File: config.mk
export PLATFORM = sky130hd
export DESIGN_NAME = crc32_fcs_chk16
export DESIGN_NICKNAME = d
export VERILOG_FILES = /design/src/rtl/crc32_fcs_chk16.sv
export SDC_FILE = /design/constraint.sdc
export NUM_CORES = 1
export LEC_CHECK = 0
export BUFFER_PORTS_ARGS = -buffer_cell sky130_fd_sc_hd__buf_2
export CAP_MARGIN = 20
export CORE_MARGIN = 2
export CORE_UTILIZATION = 60
export DETAILED_ROUTE_END_ITERATION = 16
export GPL_TIMING_DRIVEN = 1
export PLACE_DENSITY = 0.88
export SETUP_SLACK_MARGIN = 0.05
export SKIP_CTS_REPAIR_TIMING = 1
export SLEW_MARGIN = 20
export SYNTH_ARGS = -nofsm -noshare
export SYNTH_HDL_FRONTEND = slang
export SYNTH_HIERARCHICAL = 1
export SYNTH_SLANG_ARGS = --single-unit
File: constraint.sdc
create_clock -name clk -period 9.29 [get_ports clk]
set_input_delay 1.858 -clock clk [delete_from_list [all_inputs] [get_ports clk]]
set_output_delay 1.858 -clock clk [all_outputs]
set_load 0.1 [all_outputs]
File: src/rtl/crc32_fcs_chk16.sv
// rtl/crc32_fcs_chk16.sv - receive-side Ethernet FCS checker for the 16-bit MAC datapath
//
// crc32_d16s: combinational CRC-32 advance by 16 data bits, MSB-first.
//   seed [31:0] in   register value before the step
//   data [15:0] in   data bits, bit 15 shifted in first
//   crc  [31:0] out  register value after the step
//
// crc32_fcs_chk16: accumulates CRC-32 over each frame (FCS included), forwards
// the word stream one cycle late and reports per-frame status with out_eop.
//   clk, rst_n                       clock, synchronous active-low reset
//   in_valid/in_sop/in_eop/in_odd    input word qualifiers
//   in_data [15:0]                   input word, first-on-wire byte in [15:8]
//   cnt_clr                          clears both frame counters
//   out_valid/out_sop/out_eop/out_odd, out_data [15:0]
//                                    forwarded word, one cycle latency
//   chk_done                         one-cycle status pulse
//   chk_ok/chk_len/chk_runt/chk_proto_err
//                                    frame status, zero unless chk_done
//   cnt_good/cnt_bad [15:0]          saturating frame counters

module crc32_d16s (
  input  logic [31:0] seed,
  input  logic [15:0] data,
  output logic [31:0] crc
);

  localparam logic [31:0] POLY = 32'h04C1_1DB7;

  always_comb begin
    crc = seed;
    for (int i = 15; i >= 0; i--) begin
      crc = {crc[30:0], 1'b0} ^ ({32{crc[31] ^ data[i]}} & POLY);
    end
  end

endmodule

module crc32_fcs_chk16 (
  input  logic        clk,
  input  logic        rst_n,
  input  logic        in_valid,
  input  logic        in_sop,
  input  logic        in_eop,
  input  logic        in_odd,
  input  logic [15:0] in_data,
  input  logic        cnt_clr,
  output logic        out_valid,
  output logic        out_sop,
  output logic        out_eop,
  output logic        out_odd,
  output logic [15:0] out_data,
  output logic        chk_done,
  output logic        chk_ok,
  output logic [15:0] chk_len,
  output logic        chk_runt,
  output logic        chk_proto_err,
  output logic [15:0] cnt_good,
  output logic [15:0] cnt_bad
);

  localparam logic [31:0] POLY    = 32'h04C1_1DB7;
  localparam logic [31:0] RESIDUE = 32'hC704_DD7B;

  typedef enum logic {IDLE, FRAME} state_t;

  state_t      state_q, state_d;
  logic [31:0] crc_q;
  logic [15:0] len_q;

  logic        accept, abort, last, odd_last;
  logic [31:0] seed, crc16, crc8, crc_d;
  logic [16:0] len_sum;
  logic [15:0] len_base, len_d, len_st;
  logic        done_d, ok_d, proto_d, runt_d;
  logic        good_inc;
  logic [1:0]  bad_inc;
  logic [16:0] good_sum, bad_sum;

  function automatic logic [7:0] rev8(input logic [7:0] b);
    for (int i = 0; i < 8; i++) rev8[i] = b[7-i];
  endfunction

  // Words outside a frame are dropped unless they open a new one.
  assign accept   = in_valid & (in_sop | (state_q == FRAME));
  assign abort    = in_valid & in_sop & (state_q == FRAME);
  assign last     = accept & in_eop;
  assign odd_last = last & in_odd;

  assign seed = in_sop ? 32'hFFFF_FFFF : crc_q;

  crc32_d16s u_crc16 (
    .seed (seed),
    .data ({rev8(in_data[15:8]), rev8(in_data[7:0])}),
    .crc  (crc16)
  );

  // Single-byte step for the odd trailing byte of a frame.
  always_comb begin
    logic [7:0] b;
    b    = rev8(in_data[15:8]);
    crc8 = seed;
    for (int i = 7; i >= 0; i--) begin
      crc8 = {crc8[30:0], 1'b0} ^ ({32{crc8[31] ^ b[i]}} & POLY);
    end
  end

  assign crc_d = odd_last ? crc8 : crc16;

  assign len_base = in_sop ? 16'd0 : len_q;
  assign len_sum  = {1'b0, len_base} + (odd_last ? 17'd1 : 17'd2);
  assign len_d    = len_sum[16] ? 16'hFFFF : len_sum[15:0];

  // An eop on the aborting word supersedes the abort report; the aborted
  // frame is still charged to cnt_bad through bad_inc.
  assign done_d   = last | abort;
  assign ok_d     = last & (crc_d == RESIDUE);
  assign proto_d  = abort & ~last;
  assign len_st   = last ? len_d : len_q;
  assign runt_d   = done_d & (len_st < 16'd64);
  assign good_inc = ok_d;
  assign bad_inc  = {1'b0, last & ~ok_d} + {1'b0, abort};
  assign good_sum = {1'b0, cnt_good} + {16'd0, good_inc};
  assign bad_sum  = {1'b0, cnt_bad} + {15'd0, bad_inc};

  always_ff @(posedge clk) begin
    if (!rst_n) state_q <= IDLE;
    else        state_q <= state_d;
  end

  always_comb begin
    state_d = state_q;
    if (accept) state_d = in_eop ? IDLE : FRAME;
  end

  always_ff @(posedge clk) begin
    if (!rst_n) begin
      crc_q         <= 32'hFFFF_FFFF;
      len_q         <= '0;
      out_valid     <= 1'b0;
      out_sop       <= 1'b0;
      out_eop       <= 1'b0;
      out_odd       <= 1'b0;
      out_data      <= '0;
      chk_done      <= 1'b0;
      chk_ok        <= 1'b0;
      chk_len       <= '0;
      chk_runt      <= 1'b0;
      chk_proto_err <= 1'b0;
      cnt_good      <= '0;
      cnt_bad       <= '0;
    end else begin
      if (accept) begin
        crc_q <= crc_d;
        len_q <= len_d;
      end
      out_valid     <= accept;
      out_sop       <= accept & in_sop;
      out_eop       <= last;
      out_odd       <= odd_last;
      out_data      <= accept ? in_data : 16'd0;
      chk_done      <= done_d;
      chk_ok        <= ok_d;
      chk_len       <= done_d ? len_st : 16'd0;
      chk_runt      <= runt_d;
      chk_proto_err <= proto_d;
      if (cnt_clr) begin
        cnt_good <= '0;
        cnt_bad  <= '0;
      end else begin
        cnt_good <= good_sum[16] ? 16'hFFFF : good_sum[15:0];
        cnt_bad  <= bad_sum[16]  ? 16'hFFFF : bad_sum[15:0];
      end
    end
  end

endmodule
After elaboration in Yosys (flattened, before gate mapping)
Cells that the tools add are included.

storage, ports and cells
  flip-flop bits (word level) = 121
  output and inout port bits = 72
  word-level logic and storage cells = 80
  input port bits = 23

cells by class
  bitwise operators = 47
  muxes and demuxes = 9
  add/sub/neg operators = 4
  reduce and logical (&&, ||, !) cells = 3
  eq/ne operators = 1
  magnitude comparators = 1

operator list
  kind                                                          count
  bitwise XOR 32 x 27 -> 32 bit                                 16
  two-way mux 16 bit                                            5
  two-way mux 32 bit                                            2
  adder 16 x 2 -> 17 bit                                        2
  equality test 32 bit (second input constant)                  1
  adder 16 x 1 -> 17 bit                                        1
  less-than comparator 16 x 7 -> 1 bit (second input constant)  1
  bitwise XOR 1 bit                                             16
  AND 1 bit                                                     10
  AND reduction 2 bit                                           2
  inverter 1 bit                                                3
  adder 1 x 1 -> 2 bit                                          1
  two-way mux 2 bit                                             1
  OR 1 bit                                                      2
  OR reduction 2 bit                                            1
  two-way mux 1 bit                                             1

Depth between registers and ports, before layout
Gate-level depths: netlist (run 1).

  word-level depth = 41
  depth in mapped cells = 30
  gate-level depth less buffers = 23

By module
The synthesis (run 1) kept the hierarchy.

by module, submodules not included
  module           area each (um^2)  times used  cells each  sequential area each (um^2)
  crc32_fcs_chk16  7178.1            1           845         2422.3
  crc32_d16s       1461.4            1           139         0.0

Worst setup path after synthesis (run 1)
OpenSTA, ideal clock, no wires.

  kind = in2reg
  start point = input in_sop
  end point = register cnt_good[10]
  buffers on the path = 9
  data required time = 9.220 ns
  cell stages on the path = 28
  library setup time = 0.070 ns
  arrival = 7.377 ns
  setup slack = 1.842 ns
  cell sequence = buf_6 buf_6 buf_4 buf_4 buf_2 buf_2 clkbuf_1 clkbuf_1 or2_2 xnor2_1 xnor3_2 xnor2_2 xor3_2 xnor2_2 xnor2_1 nand2_1 o21ai_0 nand4b_1 nor4bb_2 and3_1 ha_1 ha_1 and3_1 and3_1 and3_1 nand2_1 clkbuf_1 a21oi_1

on the way
  elaborated cells on any way between the ends = 42
  classes of those cells = add/sub: 1; eq/ne: 1; mux: 3; bitwise: 37

RTL lines
  item                                         line  source
  from (decl)                                  42    input logic in_sop,
  two-way mux 32 bit                           89    assign seed = in_sop ? 32'hFFFF_FFFF : crc_q;
  via seed[23]                                 71    logic [31:0] seed, crc16, crc8, crc_d;
  bitwise XOR 32 x 27 -> 32 bit (8 in series)  32    crc = {crc[30:0], 1'b0} ^ ({32{crc[31] ^ data[i]}} & POLY);
  bitwise XOR 1 bit                            32
  bitwise XOR 32 x 27 -> 32 bit (6 in series)  32
  bitwise XOR 1 bit                            32
  bitwise XOR 32 x 27 -> 32 bit (2 in series)  32
  via crc16[1]                                 71
  two-way mux 32 bit                           107   assign crc_d = odd_last ? crc8 : crc16;
  equality test 32 bit                         116   assign ok_d = last & (crc_d == RESIDUE);
  AND 1 bit                                    116
  via good_inc                                 75    logic good_inc;
  adder 16 x 1 -> 17 bit                       122   assign good_sum = {1'b0, cnt_good} + {16'd0, good_inc};
  two-way mux 16 bit                           170   cnt_good <= good_sum[16] ? 16'hFFFF : good_sum[15:0];
  to (signal assigned)                         170
  to (decl)                                    57    output logic [15:0] cnt_good,

The timed path passes the listed nets, and every way through them passes these cells.
A chain may end at the register's enable or synchronous reset.

Worst setup path in the final report (run 1)
  start point = input in_sop
  end point = register cnt_good[5]

on the way
  elaborated cells on any way between the ends = 42
  classes of those cells = add/sub: 1; eq/ne: 1; mux: 3; bitwise: 37

RTL lines
  item                                           line
  two-way mux 32 bit *                           89
  via seed[24]                                   71
  bitwise XOR 32 x 27 -> 32 bit * (7 in series)  32
  bitwise XOR 1 bit *                            32
  bitwise XOR 32 x 27 -> 32 bit * (6 in series)  32
  bitwise XOR 1 bit                              32
  bitwise XOR 32 x 27 -> 32 bit * (3 in series)  32
  via crc16[9]                                   71
  two-way mux 32 bit *                           107
  equality test 32 bit *                         116
  AND 1 bit *                                    116
  via good_inc                                   75
  adder 16 x 1 -> 17 bit *                       122
  two-way mux 16 bit *                           170

Mark *: on every way through the listed nets, which the timed path passes. The rest lies on a longest branch.

==> qor.txt, run 1 <==
delay of the slowest cell on the worst path -> 0.58 ns
count of nets left with antenna violations after detail routing -> 0
met3 wire length -> 1.708 mm
status -> completed
TritonCTS buffer count -> 17
number of global-route vias before repair -> 6919
synthesized area per cell -> 8.780 um^2
most repeated library cell on the critical path -> sky130_fd_sc_hd__and3_1
initial antenna violation count -> 0
DRC Markers -> 0
category of the worst setup path launch point -> input pin
fraction of layout instances using a drive strength above 1 -> 19.98%
biggest area consumer among synthesized cells -> sky130_fd_sc_hd__dfxtp_1
fraction of synthesized cell area taken by the top area cell type -> 28.04%
buffer levels on the longest clock path -> 2
drt total wl -> 23.44 mm
cell depth of the worst flop-to-flop path -> 20
uppermost metal layer occupied by signal nets -> met4
register clock-pin slew on the reported worst setup and hold paths -> 0.06 ns
summed instance area of the synthesized netlist -> 0.008640 mm^2
Core Rows -> 43
count of port buffers added during placement -> 94
worst min-delay path startpoint -> crc_q[5]$_SDFFE_PN1N_
Worst-Margin Slew -> 1.020 ns
Initial Util -> 61.76%
most common library cell in the layout ignoring fill and taps -> sky130_fd_sc_hd__xnor2_1
distinct cell type count of the synthesized netlist -> 75
clock root buffer -> sky130_fd_sc_hd__clkbuf_16
GP Congestion -> 1.004
Final setup violation count -> 0
worst min-delay path endpoint -> crc_q[5]$_SDFFE_PN1N_
Min-Delay Path Class -> flop to flop
share of the core filled with cells in the final layout -> 69.22%
flip-flop cell with the highest count after synthesis -> sky130_fd_sc_hd__dfxtp_1
category of cells accounting for the largest share of critical-path delay -> simple AND/OR/NAND/NOR gates
Critical Path Slowest Stage Cell -> sky130_fd_sc_hd__xnor2_2
buffers plus inverters on the worst setup path -> 2
nature of the critical path endpoint -> flop
proportion of register bits with asynchronous set or reset after synthesis -> 0%
Relative slew margins -> 31.99%
number of instances in the synthesized netlist -> 984
Post-Layout Cell Count -> 1226
die width -> 124.0 um
Final nets -> 1064
max-capacitance violation count -> 0
chain of cells forming the critical path -> buf_2, buf_4, or2_2, xnor2_2, xnor2_2, xnor2_1, xnor2_2, xor2_2, xnor2_1, nor2_1, nand2_1, o21ai_0, nand4b_1, nor4bb_2, and3_1, ha_1, ha_1, and3_1, and3_1, and3_1, nand2_1, a21oi_1
dpl cells -> 1195
TritonCTS clock tree -> done
die span in y -> 124.0 um
number of fill cells in the layout -> 1038
RR Endpoint -> cnt_good[5]$_SDFF_PP0_
Crit path arrival time -> 7.70 ns
power density relative to cell area -> 378.8 mW/mm^2
highest-count cells in the layout ignoring fill and taps -> sky130_fd_sc_hd__xnor2_1, sky130_fd_sc_hd__dfxtp_1, sky130_fd_sc_hd__buf_2, sky130_fd_sc_hd__nand2_1, sky130_fd_sc_hd__nor2_1
total length of routed met2 wires -> 10.68 mm
maximum frequency from static timing analysis -> 0.1356 GHz
Max Clock Skew -> 0.006408 ns
aggregate global routing overflow -> 0
total die area -> 0.01537 mm^2
number of max-slew violations in the final report -> 0
Register-to-Register Setup Slack -> 3.33 ns
# IOs -> 95
Total Negative Setup Slacks -> 0 ns
dominant cells by area after synthesis -> sky130_fd_sc_hd__dfxtp_1, sky130_fd_sc_hd__xnor2_1, sky130_fd_sc_hd__xor2_1
number of synthesized register bits -> 121
share of the yosys chip area belonging to registers -> 28.04%
final period utilization -> 79.41%
metal1 wirelength -> 10.00 mm
antenna diode count -> 0
final hold violation count -> 0
Data required, critical path -> 9.62 ns
number of warnings issued by yosys -> 6
largest voltage drop on the vdd net -> 240.0 uV
relative area change from synthesis to final layout -> 12.08%
routed wirelength normalized by instance count -> 19.12 um
maximum level of the CTS H-tree -> 4
Worst Path Class, Setup -> input pin to flop
first-iteration detailed-routing DRC count -> 886
total vias in the final route -> 7498
number of flops mapped to enable cells by yosys -> 0
Post-Syn Nets -> 1014
core area -> 0.01399 mm^2
overall fraction of global-route tracks in use -> 31.24%
maximum number of pins on one net before global-route repair -> 71
DRT Pass-1 Iters -> 5
WHS Path Cells -> 2
Critical R2R Launch -> crc_q[29]$_SDFFE_PN1N_
static leakage power -> 0.004069 uW
later-pin clock latency in the skew report -> 0.42 ns
time the final worst path needs with I/O delays and setup -> 7.377 ns
per-cell via count in the routed design -> 6.116
clock sink count -> 121
detailed-placement wirelength estimate -> 16.27 mm
Max FO, Critical Path -> 35
unrepaired setup endpoints after global routing -> false
wire length of the first global-routing pass -> 36.67 mm
-- final cells by class --
type | instances | area, um^2 | area share [%]
clock buffers | 18 | 439.2 | 4.535
clock inverters | 13 | 168.9 | 1.744
inverters | 17 | 63.81 | 0.6590
multi-input cells | 778 | 5856 | 60.47
flip-flops and latches | 121 | 2422 | 25.02
well taps | 180 | 225.2 | 2.326
repair buffers | 99 | 508.0 | 5.246
-- synthesized netlist by cell type (all sizes together) (3+ instances only) --
library cell	count
o31ai	5
mux2i	8
xnor2	170
or2	28
nand4b	3
a41o	4
ha	5
and3	37
nor3b	5
inv	17
nand3	25
a31oi	11
clkbuf	46
a211oi	4
nand2b	5
xnor3	15
o21a	8
a22oi	3
and2	7
nand2	82
nor3	15
nor4	4
o221a	4
o211a	6
xor3	8
nor2b	5
a41oi	3
nor2	79
buf	22
xor2	64
nand4	9
o211ai	17
o311ai	9
o21ai	50
a21oi	54
dfxtp	121
nand3b	3
-- tightest hold or removal path: stages (launching register included) --
cell	delay (ns)
sky130_fd_sc_hd__dfxtp_1	0.32
sky130_fd_sc_hd__nand2_1	0.05
sky130_fd_sc_hd__nand3_1	0.07
-- routing by layer --
layer  up-vias  track usage (%)
met5         -                0
met2       363            49.21
met1      3570            42.16
met4         0            14.33
met3        98            5.082
li1       3467                -
-- flip-flops by register name, indices dropped and copies added (netlist names), 16 cells and up --
name / flops
out_data: 16
chk_len: 16
crc_q: 32
len_q: 16
cnt_bad: 16
cnt_good: 16
-- how the worst max path moves through the flow --
| stage | start | endpoint | slack [ns] | cells after the start |
|---|---|---|---|---|
| final | in_sop | cnt_good[5]$_SDFF_PP0_ | 1.91 | 22 |
| after global placement | in_sop | chk_runt$_SDFF_PN0_ | 1.72 | 16 |
| after CTS | in_sop | cnt_good[0]$_SDFF_PP0_ | 2.02 | 22 |
| after detailed placement | in_sop | cnt_good[5]$_SDFF_PP0_ | 1.69 | 22 |
| after floorplan | in_sop | cnt_good[10]$_SDFF_PP0_ | 1.84 | 28 |
| after global routing | in_sop | cnt_good[0]$_SDFF_PP0_ | 1.65 | 22 |
-- report_power, final --
| part | total, uW | switching, uW | internal [uW] |
|---|---|---|---|
| clock network | 687 | 258 | 429 |
| registers | 640 | 70.2 | 570 |
| logic | 2340 | 1320 | 1020 |
-- kinds of logic (layout without fill, tap and decap cells) --
kind of cell / count (synthesis) / after routing / synth area share [%]
flip-flops: 121 / 121 / 28.04
XOR/XNOR: 257 / 257 / 32.48
adder cells (fa/ha/maj): 7 / 7 / 1.188
multiplexers: 10 / 10 / 1.188
AND/OR/NAND/NOR: 319 / 319 / 19.00
AO/OA/AOI/OAI: 185 / 185 / 13.69
buffers and inverters: 85 / 147 / 4.417
-- metrics by stage --
| stage | setup slack [ns] | total power [uW] | area, um^2 | hold slack (ns) |
|---|---|---|---|---|
| floorplan | 1.842 | 2437 | 8640 | 0.4328 |
| detailed placement | 1.687 | 2895 | 9067 | 0.4538 |
| global route | 1.647 | 3823 | 9683 | 0.5129 |
| finish | 1.913 | 3668 | 9683 | 0.4605 |
| global placement | 1.716 | 2892 | 9067 | 0.4422 |
| CTS | 2.022 | 3603 | 9676 | 0.4673 |
(Power assumes the default switching activity.)
==> run 2: changes to the inputs <==
Clock period 9.29 ns to 7.5 ns, I/O delays scaled along.
==> qor.txt, run 2 (same netlist as run 1, synthesis figures left out) <==
final hold violation count -> 0
total die area -> 0.01537 mm^2
Data required, critical path -> 7.83 ns
register clock-pin slew on the reported worst setup and hold paths -> 0.06 ns
count of port buffers added during placement -> 94
relative area change from synthesis to final layout -> 12.61%
GP Congestion -> 0.9791
overall fraction of global-route tracks in use -> 31.58%
die span in y -> 124.0 um
Final nets -> 1074
later-pin clock latency in the skew report -> 0.43 ns
power density relative to cell area -> 470.3 mW/mm^2
finished layout cell area -> 0.009729 mm^2
Initial Util -> 61.76%
max reg flops -> 32
Crit path arrival time -> 7.26 ns
Max Clock Skew -> 0.01275 ns
register bank with the most flops -> crc_q
Min-Delay Path Class -> flop to flop
aggregate global routing overflow -> 0
Critical Path Slowest Stage Cell -> sky130_fd_sc_hd__xnor3_2
initial antenna violation count -> 0
die width -> 124.0 um
category of the worst setup path launch point -> input pin
post-layout power -> 4576 uW
max-capacitance violation count -> 0
antenna diode count -> 0
buffers plus inverters on the worst setup path -> 1
delay of the slowest cell on the worst path -> 0.53 ns
layer with the highest usage after global routing -> met2
nature of the critical path endpoint -> flop
most repeated library cell on the critical path -> sky130_fd_sc_hd__and3_1
first-iteration detailed-routing DRC count -> 957
M3 GR Usage -> 6.593%
TritonCTS clock tree -> done
maximum level of the CTS H-tree -> 4
Final setup violation count -> 0
drt total wl -> 23.56 mm
Total Negative Setup Slacks -> 0 ns
core area -> 0.01399 mm^2
total vias in the final route -> 7566
number of global-route vias before repair -> 6890
maximum frequency from static timing analysis -> 0.1442 GHz
clock sink count -> 121
Worst Path Class, Setup -> input pin to flop
static leakage power -> 0.004117 uW
share of the core filled with cells in the final layout -> 69.55%
Max FO, Critical Path -> 30
area of placed instances -> 0.009143 mm^2
maximum number of pins on one net before global-route repair -> 71
global-route met1 utilization -> 42.18%
most common library cell in the layout ignoring fill and taps -> sky130_fd_sc_hd__xnor2_1
per-cell via count in the routed design -> 6.121
DRC Markers -> 0
status -> completed
fraction of layout instances using a drive strength above 1 -> 20.36%
number of max-slew violations in the final report -> 0
Core Rows -> 43
detailed-placement wirelength estimate -> 16.42 mm
routed wirelength normalized by instance count -> 19.06 um
Worst-Margin Slew -> 0.9591 ns
highest-count cells in the layout ignoring fill and taps -> sky130_fd_sc_hd__xnor2_1, sky130_fd_sc_hd__dfxtp_1, sky130_fd_sc_hd__buf_2, sky130_fd_sc_hd__nand2_1, sky130_fd_sc_hd__nor2_1
routing usage on met2 -> 49.93%
wire length of the first global-routing pass -> 36.95 mm
TritonCTS buffer count -> 17
count of nets left with antenna violations after detail routing -> 0
chain of cells forming the critical path -> buf_2, or2_2, xnor2_1, xnor3_2, xnor2_2, xor3_2, xnor2_2, xnor2_1, mux2i_1, and4b_1, nor4bb_2, and3_1, ha_1, ha_1, and3_1, and3_1, and3_1, nand2_1, a21oi_1
largest voltage drop on the vdd net -> 307.4 uV
Relative slew margins -> 35.78%
category of cells accounting for the largest share of critical-path delay -> simple AND/OR/NAND/NOR gates
DRT Pass-1 Iters -> 6
final period utilization -> 92.47%
clock root buffer -> sky130_fd_sc_hd__clkbuf_16
# IOs -> 95
time the final worst path needs with I/O delays and setup -> 6.935 ns
final-layout worst hold slack -> 0.4588 ns
buffer levels on the longest clock path -> 2
unrepaired setup endpoints after global routing -> false
## run 2: final cells by class
class / instances / area, um^2
Clock buffer: 20 / 436.7
Clock inverter: 11 / 147.6
Fill cell: 1058 / 4259
Inverter: 17 / 63.81
Multi-Input combinational cell: 778 / 5851
Sequential cell: 121 / 2422
Tap cell: 180 / 225.2
Timing Repair Buffer: 109 / 583.1
## run 2: per-layer routing
layer | routed length [um] | vias to the layer above
met5 | 0 | -
met4 | 820 | 0
met3 | 2328 | 67
met2 | 10890 | 444
met1 | 9527 | 3572
li1 | - | 3483
## run 2: path summary, 6_finish.rpt
path                               start                      to  slack (ns)  cells after the start
setup / recovery                  in_sop  cnt_good[5]$_SDFF_PP0_        0.56                     19
hold / removal     crc_q[5]$_SDFFE_PN1N_   crc_q[5]$_SDFFE_PN1N_        0.46                      2
setup reg to reg  crc_q[31]$_SDFFE_PN1N_  cnt_good[5]$_SDFF_PP0_        1.53                     18
hold reg to reg    crc_q[5]$_SDFFE_PN1N_   crc_q[5]$_SDFFE_PN1N_        0.46                      2
## run 2: worst reg2reg max path, cell delays in order, from the launching register on
cell	delay, ns
sky130_fd_sc_hd__dfxtp_1	0.49
sky130_fd_sc_hd__or2_2	0.41
sky130_fd_sc_hd__xnor2_2	0.36
sky130_fd_sc_hd__xnor3_1	0.55
sky130_fd_sc_hd__xor2_2	0.29
sky130_fd_sc_hd__xor2_1	0.43
sky130_fd_sc_hd__xnor2_1	0.22
sky130_fd_sc_hd__xnor2_1	0.33
sky130_fd_sc_hd__nor3b_1	0.31
sky130_fd_sc_hd__nor3_1	0.13
sky130_fd_sc_hd__nor4_2	0.41
sky130_fd_sc_hd__and3_1	0.24
sky130_fd_sc_hd__ha_1	0.21
sky130_fd_sc_hd__ha_1	0.22
sky130_fd_sc_hd__and3_1	0.21
sky130_fd_sc_hd__and3_1	0.24
sky130_fd_sc_hd__and3_1	0.25
sky130_fd_sc_hd__nand2_1	0.32
sky130_fd_sc_hd__a21oi_1	0.27
## run 2: metrics by stage
stage	cells	worst slack, ns
after global placement	1205	0.5082
after detailed placement	1205	0.3616
after global routing	1236	0.2103
after CTS	1236	0.7233
after floorplan	984	0.4104
final	1236	0.5645
## run 2: power by group
group	switching, uW	internal (uW)	leakage (uW)
clock	312	521	0.000285
combinational	1670	1280	0.00285
sequential	87.9	706	0.000985
total	2070	2510	0.00412
